[config.mk]
export PLATFORM = sky130hd
export DESIGN_NAME = bist_misr_analyzer_flat
export DESIGN_NICKNAME = d
export VERILOG_FILES = /design/src/rtl/bist_misr_analyzer_if.sv /design/src/rtl/bist_misr_analyzer.sv /design/src/flat_wrapper.sv
export SDC_FILE = /design/constraint.sdc
export NUM_CORES = 1
export LEC_CHECK = 0
export ABC_CLOCK_PERIOD_IN_PS = 2200
export CORE_AREA = 3 3 40 42
export DETAILED_ROUTE_END_ITERATION = 7
export DIE_AREA = 0 0 43 45
export PLACE_DENSITY = 0.7
export SLEW_MARGIN = 20
export SYNTH_ARGS = -nofsm -noshare
export SYNTH_HDL_FRONTEND = slang
export SYNTH_SLANG_ARGS = --single-unit
[constraint.sdc]
create_clock -name clock -period 2.2 [get_ports clock]
set_input_delay 0.33 -clock clock [delete_from_list [all_inputs] [get_ports clock]]
set_output_delay 0.33 -clock clock [all_outputs]
set_load 0.02 [all_outputs]
[src/rtl/bist_misr_analyzer_if.sv]
// Handshake bundle between the BIST controller/CUT side and the MISR response analyzer.
interface bist_misr_analyzer_if #(
   parameter int WIDTH = 3
);
   logic             start;
   logic             resp_valid;
   logic [WIDTH-1:0] resp_in;
   logic             lfsr_complete;
   logic             busy;
   logic             done;
   logic             pass;
   logic [WIDTH-1:0] signature;

   modport master (
      output start,
      output resp_valid,
      output resp_in,
      output lfsr_complete,
      input  busy,
      input  done,
      input  pass,
      input  signature
   );

   modport slave (
      input  start,
      input  resp_valid,
      input  resp_in,
      input  lfsr_complete,
      output busy,
      output done,
      output pass,
      output signature
   );
endinterface

[src/rtl/bist_misr_analyzer.sv]
// MISR-based output response analyzer: folds CUT response words into a signature,
// then compares the signature against a golden value once compaction ends.
module bist_misr_analyzer #(
   parameter int               WIDTH        = 3,
   parameter logic [WIDTH-1:0] TAPS         = 3'b010,
   parameter logic [WIDTH-1:0] SEED         = '0,
   parameter int               NUM_PATTERNS = 7,
   parameter logic [WIDTH-1:0] GOLDEN       = 3'd4
) (
   input  logic                     clock,
   input  logic                     reset,
   bist_misr_analyzer_if.slave      bus
);

   localparam int            CW   = $clog2(NUM_PATTERNS + 1);
   localparam logic [CW-1:0] LAST = CW'(NUM_PATTERNS - 1);

   typedef enum logic [1:0] {
      IDLE,
      COMPACT,
      CHECK,
      DONE
   } state_t;

   state_t           state;
   state_t           state_next;
   logic [WIDTH-1:0] sig;
   logic [WIDTH-1:0] sig_next;
   logic [WIDTH-1:0] misr_fold;
   logic [CW-1:0]    count;
   logic [CW-1:0]    count_next;
   logic             pass_q;
   logic             pass_next;

   // One MISR step: shift with feedback from the top stage, XOR in the response word.
   always_comb begin
      misr_fold    = '0;
      misr_fold[0] = sig[WIDTH-1] ^ bus.resp_in[0];
      for (int i = 1; i < WIDTH; i++) begin
         misr_fold[i] = sig[i-1] ^ (TAPS[i] & sig[WIDTH-1]) ^ bus.resp_in[i];
      end
   end

   always_comb begin
      state_next = state;
      sig_next   = sig;
      count_next = count;
      pass_next  = pass_q;
      case (state)
         IDLE, DONE: begin
            if (bus.start) begin
               sig_next   = SEED;
               count_next = '0;
               pass_next  = 1'b0;
               state_next = COMPACT;
            end
         end
         COMPACT: begin
            if (bus.resp_valid) begin
               sig_next   = misr_fold;
               count_next = count + CW'(1);
            end
            // Early end still folds a response presented in the same cycle.
            if ((bus.resp_valid && (count == LAST)) || bus.lfsr_complete) begin
               state_next = CHECK;
            end
         end
         CHECK: begin
            pass_next  = (sig == GOLDEN);
            state_next = DONE;
         end
         default: begin
            state_next = IDLE;
         end
      endcase
   end

   always_ff @(posedge clock) begin
      if (reset) begin
         state  <= IDLE;
         sig    <= SEED;
         count  <= '0;
         pass_q <= 1'b0;
      end else begin
         state  <= state_next;
         sig    <= sig_next;
         count  <= count_next;
         pass_q <= pass_next;
      end
   end

   assign bus.busy      = (state == COMPACT) || (state == CHECK);
   assign bus.done      = (state == DONE);
   assign bus.pass      = pass_q;
   assign bus.signature = sig;

endmodule

[src/flat_wrapper.sv]
// flat-port wrapper written by rule: the top's interface ports become plain ports
module bist_misr_analyzer_flat 
#(
   parameter int               WIDTH        = 3,
   parameter logic [WIDTH-1:0] TAPS         = 3'b010,
   parameter logic [WIDTH-1:0] SEED         = '0,
   parameter int               NUM_PATTERNS = 7,
   parameter logic [WIDTH-1:0] GOLDEN       = 3'd4
)
  (clock, reset, bus_start, bus_resp_valid, bus_resp_in, bus_lfsr_complete, bus_busy, bus_done, bus_pass, bus_signature);
  bist_misr_analyzer_if #(.WIDTH(WIDTH)) bus_i ();
  input  logic clock;
  input  logic reset;
  input wire logic [$bits(bus_i.start)-1:0] bus_start;
  input wire logic [$bits(bus_i.resp_valid)-1:0] bus_resp_valid;
  input wire logic [$bits(bus_i.resp_in)-1:0] bus_resp_in;
  input wire logic [$bits(bus_i.lfsr_complete)-1:0] bus_lfsr_complete;
  output wire logic [$bits(bus_i.busy)-1:0] bus_busy;
  output wire logic [$bits(bus_i.done)-1:0] bus_done;
  output wire logic [$bits(bus_i.pass)-1:0] bus_pass;
  output wire logic [$bits(bus_i.signature)-1:0] bus_signature;
  assign bus_i.start = bus_start;
  assign bus_i.resp_valid = bus_resp_valid;
  assign bus_i.resp_in = bus_resp_in;
  assign bus_i.lfsr_complete = bus_lfsr_complete;
  assign bus_busy = bus_i.busy;
  assign bus_done = bus_i.done;
  assign bus_pass = bus_i.pass;
  assign bus_signature = bus_i.signature;
  bist_misr_analyzer #(.WIDTH(WIDTH), .TAPS(TAPS), .SEED(SEED), .NUM_PATTERNS(NUM_PATTERNS), .GOLDEN(GOLDEN)) u_core (.clock(clock), .reset(reset), .bus(bus_i));
endmodule
# After elaboration in Yosys (flattened, before gate mapping)
# Cells that the tools add are included.
word_totals:
  register_bits: 9
  in_bits: 8
  output_inout_bits: 6
  elab_cells: 37
classes:
  n_addsub: 1
  n_eq_ne: 8
  muxes: 10
  bitwise: 4
  reduce_logical: 10
op_table:
  columns: ["op", "n"]
  rows:
  - ["case mux 3 bit (2 select lines)", 2]
  - ["two-way mux 3 bit", 3]
  - ["== test 3 bit, second input constant", 2]
  - ["case mux 2 bit (3 select lines)", 1]
  - ["== test 2 bit, second input constant", 2]
  - ["two-way mux 2 bit", 2]
  - ["!= test 2 bit, second input constant", 2]
  - ["AND reduction 2 bit", 2]
  - ["nonzero test 2 bit", 2]
  - ["XOR 1 bit", 4]
  - ["adder 3 x 1 -> 3 bit, second input constant", 1]
  - ["AND reduction 3 bit", 1]
  - ["== test 2 x 1 -> 1 bit, second input constant", 1]
  - ["logical NOT 2 bit", 1]
  - ["logical OR 1 bit", 2]
  - ["!= test 2 x 1 -> 1 bit, second input constant", 1]
  - ["case mux 1 bit (2 select lines)", 1]
  - ["OR reduction 2 bit", 1]
  - ["logical AND 1 bit", 1]
  - ["two-way mux 1 bit", 1]

# Longest topological paths before layout
# Gate-level depths: netlist of the first run.
depth:
  word_depth: 5
  ltp_mapped: 6
  depth_no_buf: 5

# Least setup slack after synthesis of the first run
# Ideal clock, no wire load.
synth_timing:
  kind: "register to register"
  start: "register u_core.state[0]"
  end: "register u_core.count[2]"
  setup_ns: 0.095
  arrival_time_ns: 1.615
  required_time_ns: 2.105
  path_slack_ns: 0.490
  path_stages_with_launch: 6
  n_path_buf: 0
  synth_period_minus_slack_ns: 1.710
  path_cell_list: "dfxtp_1 -> inv_1 -> ha_1 -> nor2b_1 -> or4_1 -> a221oi_1"
synth_via:
  elab_chain_len: 4
  elab_cells_between_ends: 9
synth_lines:
  columns: ["item", "line", "source"]
  rows:
  - ["from (decl)", "bist_misr_analyzer.sv:25", "state_t state;"]
  - ["from (signal assigned)", "bist_misr_analyzer.sv:85", "state <= state_next;"]
  - ["== test 2 bit or logical NOT 2 bit (tied branches)", "bist_misr_analyzer.sv:49", "case (state)"]
  - ["OR reduction 2 bit", "bist_misr_analyzer.sv:49", null]
  - ["!= test 2 bit (no line) or nonzero test 2 bit (tied branches)", null, null]
  - ["AND reduction 3 bit (no line)", null, null]
  - ["to (signal assigned)", "bist_misr_analyzer.sv:87", "count <= count_next;"]
  - ["to (decl)", "bist_misr_analyzer.sv:30", "logic [CW-1:0] count;"]
# Parallel ways exist; a longest one is shown, timed or not.
# A chain may end at the register's enable or synchronous reset.

# Worst setup path after layout of the first run
layout_timing:
  start: "register u_core.state[0]"
  end: "output port bus_busy"
layout_via:
  elab_chain_len: 2
  elab_cells_between_ends: 3
layout_lines:
  columns: ["item", "line", "source"]
  rows:
  - ["== test 2 x 1 -> 1 bit or == test 2 bit (tied branches)", "bist_misr_analyzer.sv:92", "assign bus.busy = (state == COMPACT) || (state == CHECK);"]
  - ["logical OR 1 bit *", "bist_misr_analyzer.sv:92", null]
  - ["to (decl)", "flat_wrapper.sv:18", "output wire logic [$bits(bus_i.busy)-1:0] bus_busy;"]
# Mark *: on every way between the ends. The rest lies on a longest branch, timed or not.

==> out/qor.txt, run 1 <==
RUN STATUS
--------------------------------------------------------------------------------
Result of the run                                                      completed

SYNTH
--------------------------------------------------------------------------------
Total number of yosys warnings                                                 0
Mean instance size in the synthesized netlist                           8.74 µm²
Number of distinct library cells after synthesis                              25
Count of flip-flops with a built-in enable after synthesis                     0
Post-synthesis net count                                                      76
Synthesized netlist cell count                                                62
Ys async rst share                                                             0
FF+latch count, synth                                                          9
Commonest register cell after synthesis                             sky130_fd_sc_hd__dfxtp_1
Post-Synthesis Cell Area                                                 542 µm²
Sequential area share after synthesis                                      0.333

PWR
--------------------------------------------------------------------------------
Power per standard cell area                                          935 mW/mm²
Worst IR Drop VDD                                                       0.559 mV
Leakage power total                                                     0.268 nW
Total power                                                             0.662 mW

DETAILED ROUTING
--------------------------------------------------------------------------------
Via count normalized by instance count                                      5.39
Total iterations of the first detailed-routing run                             4
Vias post-DR                                                                 496
Final wirelength                                                         1030 µm
Average wire length per cell after detail routing                        11.2 µm
DRT antenna net count                                                          0
Iteration-0 DRC count of the detailed router                                  12
DRC Markers                                                                    0

SETUP PATH
--------------------------------------------------------------------------------
RR Endpoint                                                         u_core.count[2]$_SDFFE_PP0P_
Nature of the critical path endpoint                                  output pin
Required time at the endpoint of the critical path                       1.87 ns
Max FO, Critical Path                                                          6
Crit path launch                                                    u_core.state[0]$_SDFFE_PP0P_
Worst R2R Path Depth                                                           5
Startpoint types                                                       flip-flop
Data arrival at the endpoint of the critical path                        1.78 ns
Setup slack on the worst flop-to-flop path                               0.18 ns
Crit Reg-Reg Startpoint                                             u_core.state[0]$_SDFFE_PP0P_
Start-to-end type of the worst setup path                           flip-flop to output pin

CELLS AND AREA
--------------------------------------------------------------------------------
Seq. cell area                                                           180 µm²
Antenna fix cells                                                              0
Multi-input logic area                                                   334 µm²
Share of layout cells above drive strength 1                              0.0390
Area growth from synthesis to layout                                       30.7%
End-of-flow core utilization                                               0.551
Fillers                                                                      124
Post-layout nets                                                              92

TIMING
--------------------------------------------------------------------------------
Unrepaired setup endpoints after global routing                            false
Slew margin rel.                                                           0.528
Fin crit period                                                          2.11 ns
Count of final max-slew check failures                                         0
Fin crit share                                                             0.957
Accumulated negative setup slack                                            0 ns
Hold violation total from the final report                                     0
Finish-stage setup viols                                                       0
Hold Worst Slack                                                        0.487 ns
Setup WS post-layout                                                   0.0949 ns
Fmax achieved                                                            475 MHz
Fin Clk Skew                                                          0.00689 ns
Actual slew at the worst max-slew pin                                   0.706 ns

FLOORPLANNING
--------------------------------------------------------------------------------
Die area                                                             0.00194 mm²
Ports                                                                         14
Core region area                                                     0.00128 mm²
Die height                                                                 45 µm
Starting density of the core                                               0.422
Floorplan row count                                                           13
DIE WIDTH                                                                  43 µm

CTS
--------------------------------------------------------------------------------
CTS H-Tree Depth                                                               1
Hold buffers post-CTS                                                          0
Clock-pin slew on the worst setup and hold paths                         0.06 ns
Clock tree from TritonCTS                                                  built
Root buffer selected by CTS                                         sky130_fd_sc_hd__clkbuf_4
Sinks on Clock Net                                                             9
Number of buffers inserted during clock tree synthesis                         3
Post-CTS Setup Repair Bufs                                                     0
Later-pin clock latency in the skew report                               0.25 ns
Number of resized instances in the post-cts repair step                        0
Maximum count of clock buffers along a single path                             2

PLACE
--------------------------------------------------------------------------------
Routability-driven placement congestion ratio                              0.821
HPWL after DPL                                                            791 µm
Input/output buffers                                                          13
Setup Slack @ Placement                                                 0.215 ns

MIN PATH
--------------------------------------------------------------------------------
Min-Delay Path Depth                                                           2
Endpoint of the worst hold path                                     u_core.bus.pass$_SDFFE_PP0P_
Worst hold start                                                    u_core.bus.pass$_SDFFE_PP0P_
Hold crit path type                                                 flip-flop to flip-flop

FLOW RUN
--------------------------------------------------------------------------------
Number of max-cap violations                                                   0

GLOBAL ROUTE
--------------------------------------------------------------------------------
Total global routing overflow                                                  0
Vias in the first global route                                               437
Overall global routing resource usage                                      0.121
Wire length of the first global-routing pass                             1770 µm
Largest net degree at the start of global routing                             15
Number of antenna violations at the first check in global routing              0

-- final cells by class --
cell class	instances	share of cell area
Multi-Input combinational cell	46	0.472
Sequential cell	9	0.254
Timing Repair Buffer	13	0.184
Clock buffer	4	0.0371
Inverter	5	0.0265
Tap cell	15	0.0265
-- routing by layer --
metal	wire, µm	part of all wire	up-vias	global-route usage
met5	0	0	-	0
met1	538	0.52	226	0.169
met2	420	0.41	15	0.171
met4	12	0.012	0	0.0542
met3	60	0.058	2	0.0359
li1	-	-	253	-
-- critical path: stages, from the launching register on --
cell and delay (ns):
sky130_fd_sc_hd__dfxtp_1 0.38, sky130_fd_sc_hd__inv_1 0.08, sky130_fd_sc_hd__ha_1 0.37, sky130_fd_sc_hd__inv_1 0.10
sky130_fd_sc_hd__clkdlybuf4s50_1 0.60
-- metrics by stage --
| step | area [µm²] | instances |
|---|---|---|
| finish | 708 | 92 |
| global route | 708 | 92 |
| CTS | 708 | 92 |
| detailed placement | 682 | 88 |
| global placement | 682 | 88 |
| floorplan | 542 | 62 |
-- cells in the mapped netlist (2+ instances only) --
| cell | n | area [µm²] |
|---|---|---|
| sky130_fd_sc_hd__or3_1 | 4 | 25.0 |
| sky130_fd_sc_hd__inv_1 | 4 | 15.0 |
| sky130_fd_sc_hd__ha_1 | 6 | 75.1 |
| sky130_fd_sc_hd__o21ai_0 | 7 | 35.0 |
| sky130_fd_sc_hd__o31ai_1 | 2 | 15.0 |
| sky130_fd_sc_hd__nor2_1 | 3 | 11.3 |
| sky130_fd_sc_hd__nor2b_1 | 3 | 18.8 |
| sky130_fd_sc_hd__xnor2_1 | 3 | 26.3 |
| sky130_fd_sc_hd__a21oi_1 | 6 | 30.0 |
| sky130_fd_sc_hd__dfxtp_1 | 9 | 180 |
-- sequential cells by signal, summed over array words and instances (netlist names) --
signal                cells
u_core.bus.pass           1
u_core.bus.signature      3
u_core.count              3
u_core.state              2
-- cells by family after synthesis --
group                      Yosys count  share of synthesized area
and+or+nand+nor                     15                      0.164
xor gates and xnor gates             4                     0.0647
AOI/OAI and AO/OA                   19                      0.210
buffers and inverters                7                     0.0508
muxes                                2                     0.0393
adders and majority gates            6                      0.139
DFF                                  9                      0.333
-- layout by cell type, fill, tap and decap left out, drive strengths merged --
cell and instances:
ha 6, mux2 1, and2b 1, or3 4, mux2i 1, or4 1, a221oi 1, o41ai 1
o21ai 7, xnor2 3, a21oi 6, clkdlybuf4s50 13, a21boi 1, o31ai 2, a211o 1, clkbuf 4
nor2b 3, inv 4, nor4bb 1, clkinv 1, nand2 1, nor2 3, nand3 1, xor2 1
dfxtp 9
-- where the power goes --
part           switching, mW  leakage [nW]  internal (mW)
logic                  0.181         0.180          0.141
registers             0.0258        0.0732          0.190
clock network         0.0554        0.0150         0.0697
-- how the worst max path moves through the flow --
stage	endpoint	slack (ns)
finish	bus_busy	0.09
detailed placement	u_core.count[2]$_SDFFE_PP0P_	0.22
global placement	u_core.count[2]$_SDFFE_PP0P_	0.27
global route	bus_busy	0.03
floorplan	u_core.count[2]$_SDFFE_PP0P_	0.49
CTS	bus_busy	0.1
Power figures use the tool's default switching activity.
==> run 2: changes to the inputs <==
Settings changed: MAX_ROUTING_LAYER set to met4.
==> results of run 2 <==
No change in the layout: final DEF, timing and power equal those of run 1.
Main changes from that run: final weighted congestion in routability-driven placement 0.821 -> 0.834; overall routing resource usage 0.121 -> 0.125
==> run 3: changes to the inputs <==
Settings changed: MAX_ROUTING_LAYER met4 to unset.
==> results of run 3 <==
No change in the layout: final DEF, timing and power equal those of run 1.
